## config.mk

```make
export PLATFORM = sky130hd
export DESIGN_NAME = stream_demux_reg
export DESIGN_NICKNAME = d
export VERILOG_FILES = /design/src/rtl/stream_demux_reg.sv
export SDC_FILE = /design/constraint.sdc
export NUM_CORES = 1
export LEC_CHECK = 0
export ABC_AREA = 1
export CORE_MARGIN = 2
export CORE_UTILIZATION = 39
export CTS_CLUSTER_DIAMETER = 60
export CTS_CLUSTER_SIZE = 14
export DETAILED_ROUTE_END_ITERATION = 8
export HOLD_SLACK_MARGIN = 0.02
export PLACE_DENSITY = 0.74
export SLEW_MARGIN = 20
export SYNTH_ARGS = -nofsm -noshare
export SYNTH_HDL_FRONTEND = slang
export SYNTH_SLANG_ARGS = --single-unit
```

## constraint.sdc

```tcl
create_clock -name clk -period 1.27 [get_ports clk]
set_input_delay 0.254 -clock clk [delete_from_list [all_inputs] [get_ports clk]]
set_output_delay 0.254 -clock clk [all_outputs]
set_load 0.02 [all_outputs]
```

## src/rtl/stream_demux_reg.sv

```systemverilog
// Registered 1-to-NUM_OUT stream demux with optional broadcast.
// Each channel has a one-entry holding register; beats with out-of-range selects are counted and dropped.
module stream_demux_reg #(
  parameter int WIDTH   = 8,
  parameter int NUM_OUT = 4,
  parameter int SEL_W   = 2,
  parameter int ERR_W   = 8
) (
  input  logic                     clk,
  input  logic                     reset,
  input  logic [WIDTH-1:0]         in_data,
  input  logic [SEL_W-1:0]         in_sel,
  input  logic                     in_bcast,
  input  logic                     in_valid,
  output logic                     in_ready,
  output logic [NUM_OUT*WIDTH-1:0] out_data,
  output logic [NUM_OUT-1:0]       out_valid,
  input  logic [NUM_OUT-1:0]       out_ready,
  output logic [ERR_W-1:0]         err_count
);

  localparam logic [SEL_W:0] NUM_OUT_EXT = (SEL_W+1)'(NUM_OUT);

  logic [NUM_OUT-1:0] r_valid;
  logic [WIDTH-1:0]   r_data [NUM_OUT];
  logic [ERR_W-1:0]   r_err;

  logic [NUM_OUT-1:0] w_free;
  logic [NUM_OUT-1:0] w_hit;
  logic [NUM_OUT-1:0] w_load;
  logic               w_selOk;
  logic               w_accept;
  logic               w_drop;

  assign w_free  = ~r_valid | out_ready;
  assign w_selOk = ({1'b0, in_sel} < NUM_OUT_EXT);

  for (genvar k = 0; k < NUM_OUT; k++) begin : g_chan
    assign w_hit[k]                   = (in_sel == SEL_W'(k));
    assign out_data[k*WIDTH +: WIDTH] = r_data[k];
  end

  // Broadcast needs every slot free so it is all-or-nothing; bad selects are always sunk.
  always_comb begin
    in_ready = 1'b1;
    if (in_bcast) begin
      in_ready = &w_free;
    end else if (w_selOk) begin
      in_ready = |(w_hit & w_free);
    end
  end

  assign w_accept = in_valid && in_ready;
  assign w_drop   = w_accept && !in_bcast && !w_selOk;
  assign w_load   = {NUM_OUT{w_accept}} & ({NUM_OUT{in_bcast}} | w_hit);

  always_ff @(posedge clk) begin
    if (reset) begin
      r_valid <= '0;
      for (int k = 0; k < NUM_OUT; k++) begin
        r_data[k] <= '0;
      end
    end else begin
      for (int k = 0; k < NUM_OUT; k++) begin
        if (w_load[k]) begin
          r_valid[k] <= 1'b1;
          r_data[k]  <= in_data;
        end else if (out_ready[k]) begin
          r_valid[k] <= 1'b0;
        end
      end
    end
  end

  always_ff @(posedge clk) begin
    if (reset) begin
      r_err <= '0;
    end else if (w_drop && (r_err != '1)) begin
      r_err <= r_err + ERR_W'(1);
    end
  end

  assign out_valid = r_valid;
  assign err_count = r_err;

endmodule

```

==> impl_summary.md <==
Status
The run finished, with violations left. The final reports fail on negative setup slack.

Power and ir drop
The power per cell area is 1170 nW/um2. IR analysis of the VDD net gives a maximum drop of 527 uV. The standby leakage power is 1.17 nW. The total power draw is 3.14 mW.

Place
The number of buffers inserted by port buffering is 54. The post-place setup slack is -828 ps. Summed over all nets, the half-perimeter wirelength after detailed placement is 2.59 mm. The routability-driven placement congestion ratio is about 0.77.

Once placement completed, the tool counted placed cells totaling ~250.

Synth
After synthesis, the netlist uses 19 different library cells. The fraction of the yosys area taken by sequential cells is roughly two thirds. The dominant combinational cell family by area after synthesis is simple AND/OR/NAND/NOR gates. The cell taking the most area after synthesis is edfxtp_1.

The post-synthesis share of cell area spent on and, or, nand and nor gates is a little under a quarter. Of the post-synthesis cell area, the part taken by muxes is 0%. The number of warning messages in the yosys log is 0. After synthesis, the mean cell area works out to ~12 um2.

The share of Yosys cell area claimed by the top area cell type is roughly three fifths. Counting every instance in the synthesized netlist gives between 100 and 150. In the post-synthesis netlist, the biggest area contributors are edfxtp_1 (61%), nor2_1 (7.8%), nand4_4 (5.4%), dfxtp_1 (5.0%), buf_4 (4.3%). The xor and xnor area share after synthesis is 0%. The complex-gate fraction of the synthesized area is approximately 1.5%. Of the total synthesized cell area, the portion taken by full adders, half adders and majority gates is 0%. The total of flip-flops plus latches after synthesis is 36. The mapped cell area is ~1600 um2.

Clocking
The CTS tree is built. The number of sinks on the clock net is 36. The maximum level of the CTS H-tree is 2. Clock-pin slew was measured on the worst setup and hold paths at roughly 70 ps. CTS placed an instance of clkbuf_8 at the clock tree root. The worst-case clock buffer depth is 2.

The clock buffer count from CTS is 5. The source-to-sink clock delay at the later pin of the worst-skew pair is about 290 ps. The number of hold buffers added after cts is 0.

Drt
The number of DRC violations after detailed-routing iteration 0 is 115. For this run, design rule violations remaining after detail routing come to 0. The detail route stage leaves a number of antenna-violating nets equal to 0. The first-pass detailed-route iteration total is 4. The routed length on met1 is between 1 and 1.5 mm. The post-detailed-route via-to-cell ratio is approximately 4.8.

The met2 layer wire length in the routed design is 1.95 mm. Summed over all layers, the routed wires come to ~4 mm. The final route contains roughly 1300 vias. Summed over all nets, wire length on met3 after detailed routing comes to 353 um. Dividing the detail-routed wire length by the instance count gives between 10 and 15 um.

The highest routed metal layer is met4.

Critical path
The most repeated library cell on the critical path is nand2_2. The signal on the critical path passes through nand2_4 > nand2_2 > o21ai_2 > nand2_2 > nand2_8 > buf_6. The highest net fanout along the worst path is 3. In this design, the stage delay of the slowest critical-path cell is between 300 and 400 ps. The class of the most critical setup path is register to output pin. The critical path crosses 6 cells after its start point. The worst setup path is captured at an output pin. Setup slack on the worst reg-to-reg path comes out at -150 ps. The origin of the critical flop-to-flop path is out_valid[3]. For the worst flop-to-flop path, the logic depth is 8.

The slowest stage of the critical path is the dfxtp_4 cell. The number of buffer and inverter instances along the worst setup path is 1. The worst path required time is a little over 1000 ps. The arrival time reported for the critical path endpoint is between 1000 and 1500 ps. The cell family contributing the most delay on the critical path is flip-flops. In this run the critical register-to-register path is captured at r_data[0][0]. The startpoint class of the critical path is a register.

GRT
For this run, the total global-route usage over all layers was measured as 18.6%. The initial antenna violation count is 0. The wire length of the first global-routing pass is 5.84 mm. The largest net degree at the start of global routing is 14. The via count of the first global-routing pass is 1227. The global route total overflow is 0.

Layout
The library cell used most frequently in the layout, excluding fill and tap cells, is edfxtp_1. The count of cells in the finished layout, fillers not included, comes to around 270. The total of fill cells in the finished design is 290. In the layout the commonest cells are edfxtp_1 (32), dlygate4sd2_1 (27), nor2_2 (18). The total inserted antenna cells is 0. The net count reported at finish is ~240. The share of post-route cells with drive strength above 1 is 41.3%. For this run, the share of the core covered by cells in the final layout is around 67%. The layout overhead on the synthesized area is 68.9%.

Floorplan
Row generation in the floorplan step produced 23 rows. The die covers roughly 4600 um2. The count of boundary I/O pins is 63. The overall die height is 67.8 um. The starting density of the core is around 40%. The floorplan step defined a core boundary enclosing 3970 um2. The die is approximately 68 um wide.

Timing
Setup violations remaining at the end of the flow were counted as 68. The time the final worst path needs with I/O delays and setup is between 1000 and 1500 ps. The smallest hold slack is between 300 and 400 ps. The setup slack of the critical path after layout is -181 ps. The hold violation count in the final report was 0.

The share of the clock period used by the worst path after layout is 114%. Static timing analysis puts the maximum clock frequency at just under 0.7 GHz. Setup repair after global routing could not meet its margin everywhere. Across the routed clock network, the largest skew measured is slightly above 6 ps. The final max-slew violation count came to 0.

Min path
Counting instances, the worst hold path has a depth of 4. The hold path startpoint is out_ready[1]. The class of the tightest hold or removal check is primary input to register.

The path with the worst hold slack has its endpoint at out_valid[1].

Run
The max-capacitance violation count is 0.
==> layout make-up <==
class | count | area (um2) | area share, %
clock buffers | 5 | 68.8 | 2.57
flip-flops and latches | 36 | 1050 | 39.3
multi-input cells | 84 | 714 | 26.7
repair buffers | 72 | 671 | 25.0
clock inverters | 3 | 42.5 | 1.59
inverters | 18 | 67.6 | 2.52
well taps | 50 | 62.6 | 2.33
==> cells by family after synthesis <==
group           count (synthesis)
compound gates                  4
buf+inv                        28
flops                          36
other cells                     1
simple gates                   68
==> synthesized netlist by cell type <==
library cell  instances
o21ai_0               1
o21ai_1               2
nand2_2               4
nand4_4               4
nand2_4               1
nand2_8               1
nand3_2               1
inv_1                15
dfxtp_1               4
nand3_1              10
edfxtp_1             32
nor2_1               33
buf_2                 1
buf_4                 9
conb_1                1
inv_2                 2
clkinv_1              1
nand2_1              14
o21ai_2               1
==> repair_timing <==
item / in CTS / in global routing
cloned: 5 / 0
resized for setup: 87 / 31
setup endpoints to repair: 105 / 80
pin swaps: 13 / 5
buffers inserted: 5 / 0
==> per-layer routing <==
metal | global-route usage, % | vias to the layer above
met2 | 31.1 | 64
li1 | - | 609
met3 | 5.50 | 10
met5 | 0 | -
met4 | 11.8 | 0
met1 | 20.5 | 594
==> state kept, by name (all words and copies together), names as in the netlist <==
name       count
r_data        32
out_valid      4
==> through the flow <==
stage	area [um2]	TNS [ps]
after global routing	2680	-12340
final	2680	-7380
after detailed placement	2360	-49110
after global placement	2360	-43720
after floorplan	1710	-2970
after CTS	2640	-8050
==> power by group <==
group          switching [mW]  internal (mW)
registers              0.0280           1.39
logic                   0.451          0.292
clock network           0.397          0.580
==> worst reg2reg max path: stages (launching register included) <==
cell	delay (ps)
dfxtp_4	360
nand2_4	60
nand2_2	50
o21ai_2	140
nand2_2	110
nand2_8	90
buf_12	140
nand3_4	100
nand2_8	100
==> worst max path at each step <==
stage,start,to
CTS,out_valid[3],in_ready
global route,out_valid[3],in_ready
global placement,out_ready[1],in_ready
finish,out_valid[3],in_ready
floorplan,out_valid[1],r_data[0][0]
detailed placement,in_sel[0],in_ready
No activity file was read; power rests on OpenSTA's default activity.
==> patch 1 (same flow settings) <==
Change the parameter `ERR_W` from 8 to 6.
--- a/src/rtl/stream_demux_reg.sv
+++ b/src/rtl/stream_demux_reg.sv
@@ -4,7 +4,7 @@
   parameter int WIDTH   = 8,
   parameter int NUM_OUT = 4,
   parameter int SEL_W   = 2,
-  parameter int ERR_W   = 8
+  parameter int ERR_W   = 6
 ) (
   input  logic                     clk,
   input  logic                     reset,
Ports: changed (resized err_count); port bits go from 63 to 61. The function was not compared with the original's and may differ.
==> patch 1 against the original RTL <==
- the run still ends with setup timing left
- synthesized area shrank 0.95%
- wire length rose by 1.3%
- sequential cell count unchanged
- register-to-register slack worse by 50 ps
- first-iteration DRC count stayed put
- worst setup slack got worse by 47 ps
- total power is 7.6% lower
- final cell count down 0.75%
- final area down 0.51%
- worst hold slack improved by 3.0 ps
- highest routed layer unchanged
==> patch 1: results (changes against the original RTL) <==
stage	metric	value	unit	change
route	met3RoutedLength	346	um	-2.0%
logic_synthesis	ys_top_cells_by_area	edfxtp_1, nor2_1, nand4_4		
worst_setup_path	cp_data_arrival_time	1240	ps	+40 ps
placement	dp.cells	252		+0.40%
logic_synthesis	synthCells	135		-1.5%
cts	worstSkewPairLatency	280	ps	
timing	setup_tns	-9891	ps	-2508 ps
placement	gp_congestion	0.7936		+3.5%
route	routed_via_density	4.756		-0.19%
power_and_ir_drop	leakagePower	1.158	nW	-0.64%
placement	dpl-instance-area	0.002379	mm2	+0.64%
outcome	status	complete, but fails checks		
power_and_ir_drop	power	2.898	mW	-7.6%
global_route	grt_util_met3	6.167	%	+0.67 points
route	wire_per_inst	14.87	um	+2.0%
final_layout	drive_gt1_share	43.52	%	+2.2 points
cts	cts-resized-gates	84		-3.4%
global_route	use_met2	33.82	%	+2.7 points
worst_hold_path	min_from	out_ready[3]		
power_and_ir_drop	p_sw	844.6	uW	-3.6%
global_route	gr-usage-all-layers	19.33	%	+0.76 points
outcome	violations	setup timing		
global_route	grt_pass1_vias	1281		+4.4%
timing	setup_viol	66		-2.9%
global_route	grt_pass1_wl	6.030	mm	+3.3%
route	wl_met1	1.420	mm	-3.9%
route	totalWireLength	3.955	mm	+1.3%
route	dr_wl_met2	2.114	mm	+8.3%
power_and_ir_drop	powerClk	740	uW	-24%
timing	clock-skew-final	1.442	ps	-4.688 ps
worst_setup_path	startpoint	out_valid[2]		
logic_synthesis	ys_seq_area_share	66.24	%	+0.63 points
timing	worst_slack	-227.7	ps	-46.97 ps
## patch 1: cell types whose count changed after synthesis, sizes merged
cell	before	now
buf	10	8
## patch 1: final cells by class
type / instances / area (um2)
inverters: 18 / 67.56
repair buffers: 73 / 681.9
multi-input cells: 82 / 723.2
fillers: 290 / 1276
flip-flops and latches: 36 / 1054
clock buffers: 6 / 72.57
clock inverters: 1 / 5.005
well taps: 50 / 62.56
## patch 1: final timing paths
check                  to  slack, ps  cells after the start
max              in_ready       -230                      6
min          out_valid[3]        360                      4
max reg2reg  r_data[2][1]       -200                      8
min reg2reg  out_valid[3]        610                      3
## patch 1: cells by family (layout without fill, tap and decap cells)
logic type	count (synthesis)	in the layout	share of synthesized area, %
AND/OR/NAND/NOR	68	72	24.04
flip-flops	36	36	66.24
buffers and inverters	26	98	7.961
AO/OA/AOI/OAI	4	4	1.513
other	1	6	0.2386
==> patch 2 (same flow settings) <==
Without the edit above. Reset style: asynchronous (`reset`), changed in 2 clocked blocks.
--- a/src/rtl/stream_demux_reg.sv
+++ b/src/rtl/stream_demux_reg.sv
@@ -54,7 +54,7 @@
   assign w_drop   = w_accept && !in_bcast && !w_selOk;
   assign w_load   = {NUM_OUT{w_accept}} & ({NUM_OUT{in_bcast}} | w_hit);
 
-  always_ff @(posedge clk) begin
+  always_ff @(posedge clk or posedge reset) begin
     if (reset) begin
       r_valid <= '0;
       for (int k = 0; k < NUM_OUT; k++) begin
@@ -72,7 +72,7 @@
     end
   end
 
-  always_ff @(posedge clk) begin
+  always_ff @(posedge clk or posedge reset) begin
     if (reset) begin
       r_err <= '0;
     end else if (w_drop && (r_err != '1)) begin
Formal check against the unedited RTL: differs if reset is asserted again (counterexample within 4 cycles, from zero or initial values and one cycle with reset high); with reset held inactive, the same outputs for 10 cycles.
==> patch 2 against the original RTL <==
- the flow still finishes with violations (setup timing)
- worst setup slack worse by 120 ps
- final area down 5.8%
- sequential cell count stayed put
- utilization decreased by 5.7 points
- wire length rose by 8.7%
- register-to-register slack got worse by 60 ps
- synthesized area up 5.9%
- worst hold slack lost 51 ps
- largest cell class unchanged
Power is not compared: it rests on default switching activity, and its combinational part moved more than twofold at a synthesized area within 25%.
==> patch 2: results (changes against the original RTL) <==
stage	metric	value	unit	change
placement	portBuffers	54		unchanged
logic_synthesis	async_reset_ff_share	100.0	%	+100 points
worst_setup_path	cp_slowest_stage_delay	540	ps	+180 ps
route	dr.pass1.iters	4		unchanged
logic_synthesis	ys.flop_type	dfrtp_1		
logic_synthesis	synthTopCellsByCount	nand2_1, dfrtp_1, nand4_1, buf_4, inv_1		
final_layout	final_nets	282		+20%
logic_synthesis	ys_seq_area_share	53.61	%	-12 points
global_route	gr-usage-all-layers	18.88	%	+0.31 points
cts	clk_pin_slew	60	ps	
logic_synthesis	yosys_warnings	0		unchanged
route	wire_per_inst	13.52	um	-7.3%
outcome	violations	setup timing		
cts	numCtsBuffers	5		unchanged
cts	clk_path_buf_depth	2		unchanged
cts	h-tree-depth	2		unchanged
timing	setup_viol	37		-46%
worst_setup_path	cp_data_arrival_time	1320	ps	+120 ps
worst_setup_path	cp_slowest_cell	clkdlybuf4s50_1		
global_route	antenna_found_initial	0		unchanged
timing	setup_tns	-7227	ps	+154.9 ps
global_route	grt_pass1_vias	1485		+21%
timing	clock-skew-final	4.021	ps	-2.109 ps
worst_setup_path	path_max_fanout	2		-1
cts	worstSkewPairLatency	290	ps	about the same
final_layout	diodes	0		unchanged
outcome	status	complete, but fails checks		
route	drtIter0Drc	87		-24%
global_route	grt_max_degree	37		+23
placement	place_ws	-858.4	ps	-30.15 ps
final_layout	drive_gt1_share	22.35	%	-19 points
power_and_ir_drop	leakagePower	1.301	nW	
placement	hpwlAfterDp	3.025	mm	+17%
cts	cts-root-buf	clkbuf_8		
placement	gp_congestion	0.8022		+4.6%
logic_synthesis	synth_cell_types	19		unchanged
power_and_ir_drop	vdd_drop_max	0.0007672	V	
timing	worst_slack	-305.7	ps	-124.9 ps
final_layout	largest_reg_flops	32		unchanged
route	vias	1559		+22%
worst_hold_path	hp-class	in -> async		
worst_setup_path	path_delay_family	buffers and inverters		
logic_synthesis	ys_top_cells_by_area	dfrtp_1, nand2_1, nand4_1		
global_route	grt_pass1_wl	7.148	mm	+22%
patch 2: cell count changes in the layout (fill, tap and decap cells not counted), sizes merged, moves of 2 or more:
cell,unedited run,this run
buf,22,28
clkdlybuf4s15,11,30
clkdlybuf4s50,10,12
dfrtp,0,36
dfxtp,4,0
dlygate4sd2,27,7
edfxtp,32,0
inv,17,8
nand2,20,80
nand3,11,8
nand4,8,32
nor2,33,0
patch 2: worst min-delay path, cell delays in order:
cell and delay, ps:
clkdlybuf4s50_1 400, inv_1 90, buf_12 210
patch 2: cell families after synthesis:
family / count (synthesis) / synth area share (%)
compound gates: 4 / 1.638
simple gates: 120 / 35.96
other cells: 1 / 0.2232
buf+inv: 24 / 8.562
flops: 36 / 53.61
patch 2: where the power goes:
group	internal (mW)	switching, mW
Sequential	1.44	0.163
Clock	0.370	0.387
Combinational	0.623	0.899
Total	2.43	1.45
patch 2: area by class of cell:
class / instances / area [um2]
fill: 367 / 1563
sequential: 36 / 904.6
timing repair buffer: 80 / 745.7
multi-input combinational: 132 / 695.7
clock buffer: 5 / 68.82
tap: 50 / 62.56
inverter: 9 / 33.78
clock inverter: 2 / 12.51
patch 2: routing by layer:
| layer | vias up | part of all wire, % | track usage [%] | wire, um |
|---|---|---|---|---|
| met5 | - | 0 | 0 | 0 |
| met3 | 4 | 7.0 | 6.395 | 296 |
| met1 | 735 | 43 | 24.70 | 1843 |
| met4 | 0 | 0.99 | 5.769 | 42 |
| met2 | 51 | 49 | 29.70 | 2060 |
| li1 | 769 | - | - | - |
patch 2: final timing paths:
kind	from	end	slack, ps	depth (start not counted)
worst max-delay path	in_bcast	in_ready	-310	7
worst min-delay path	reset	out_valid[1]	300	3
worst max register to register	out_valid[2]	out_data[3]	-210	9
worst min register to register	out_data[23]	out_data[23]	470	2
max in group asynchronous	reset	out_data[13]	780	3
min in group clk	out_ready[2]	out_valid[2]	380	4
patch 2: repair_timing:
action / 4_1_cts / 5_1_grt
buffers inserted: 5 / 0
gates cloned: 0 / 0
hold buffers: 0 / 0
resized for setup: 56 / 40
setup endpoints to repair: 73 / 70
pin swaps: 7 / 6
endpoints found under the hold margin: 0 / 0
patch 2: per-stage QoR:
step	std cells	cell area, um2
after CTS	314	2476
after floorplan	192	1722
after global routing	314	2524
after detailed placement	302	2394
after global placement	302	2394
final	314	2524
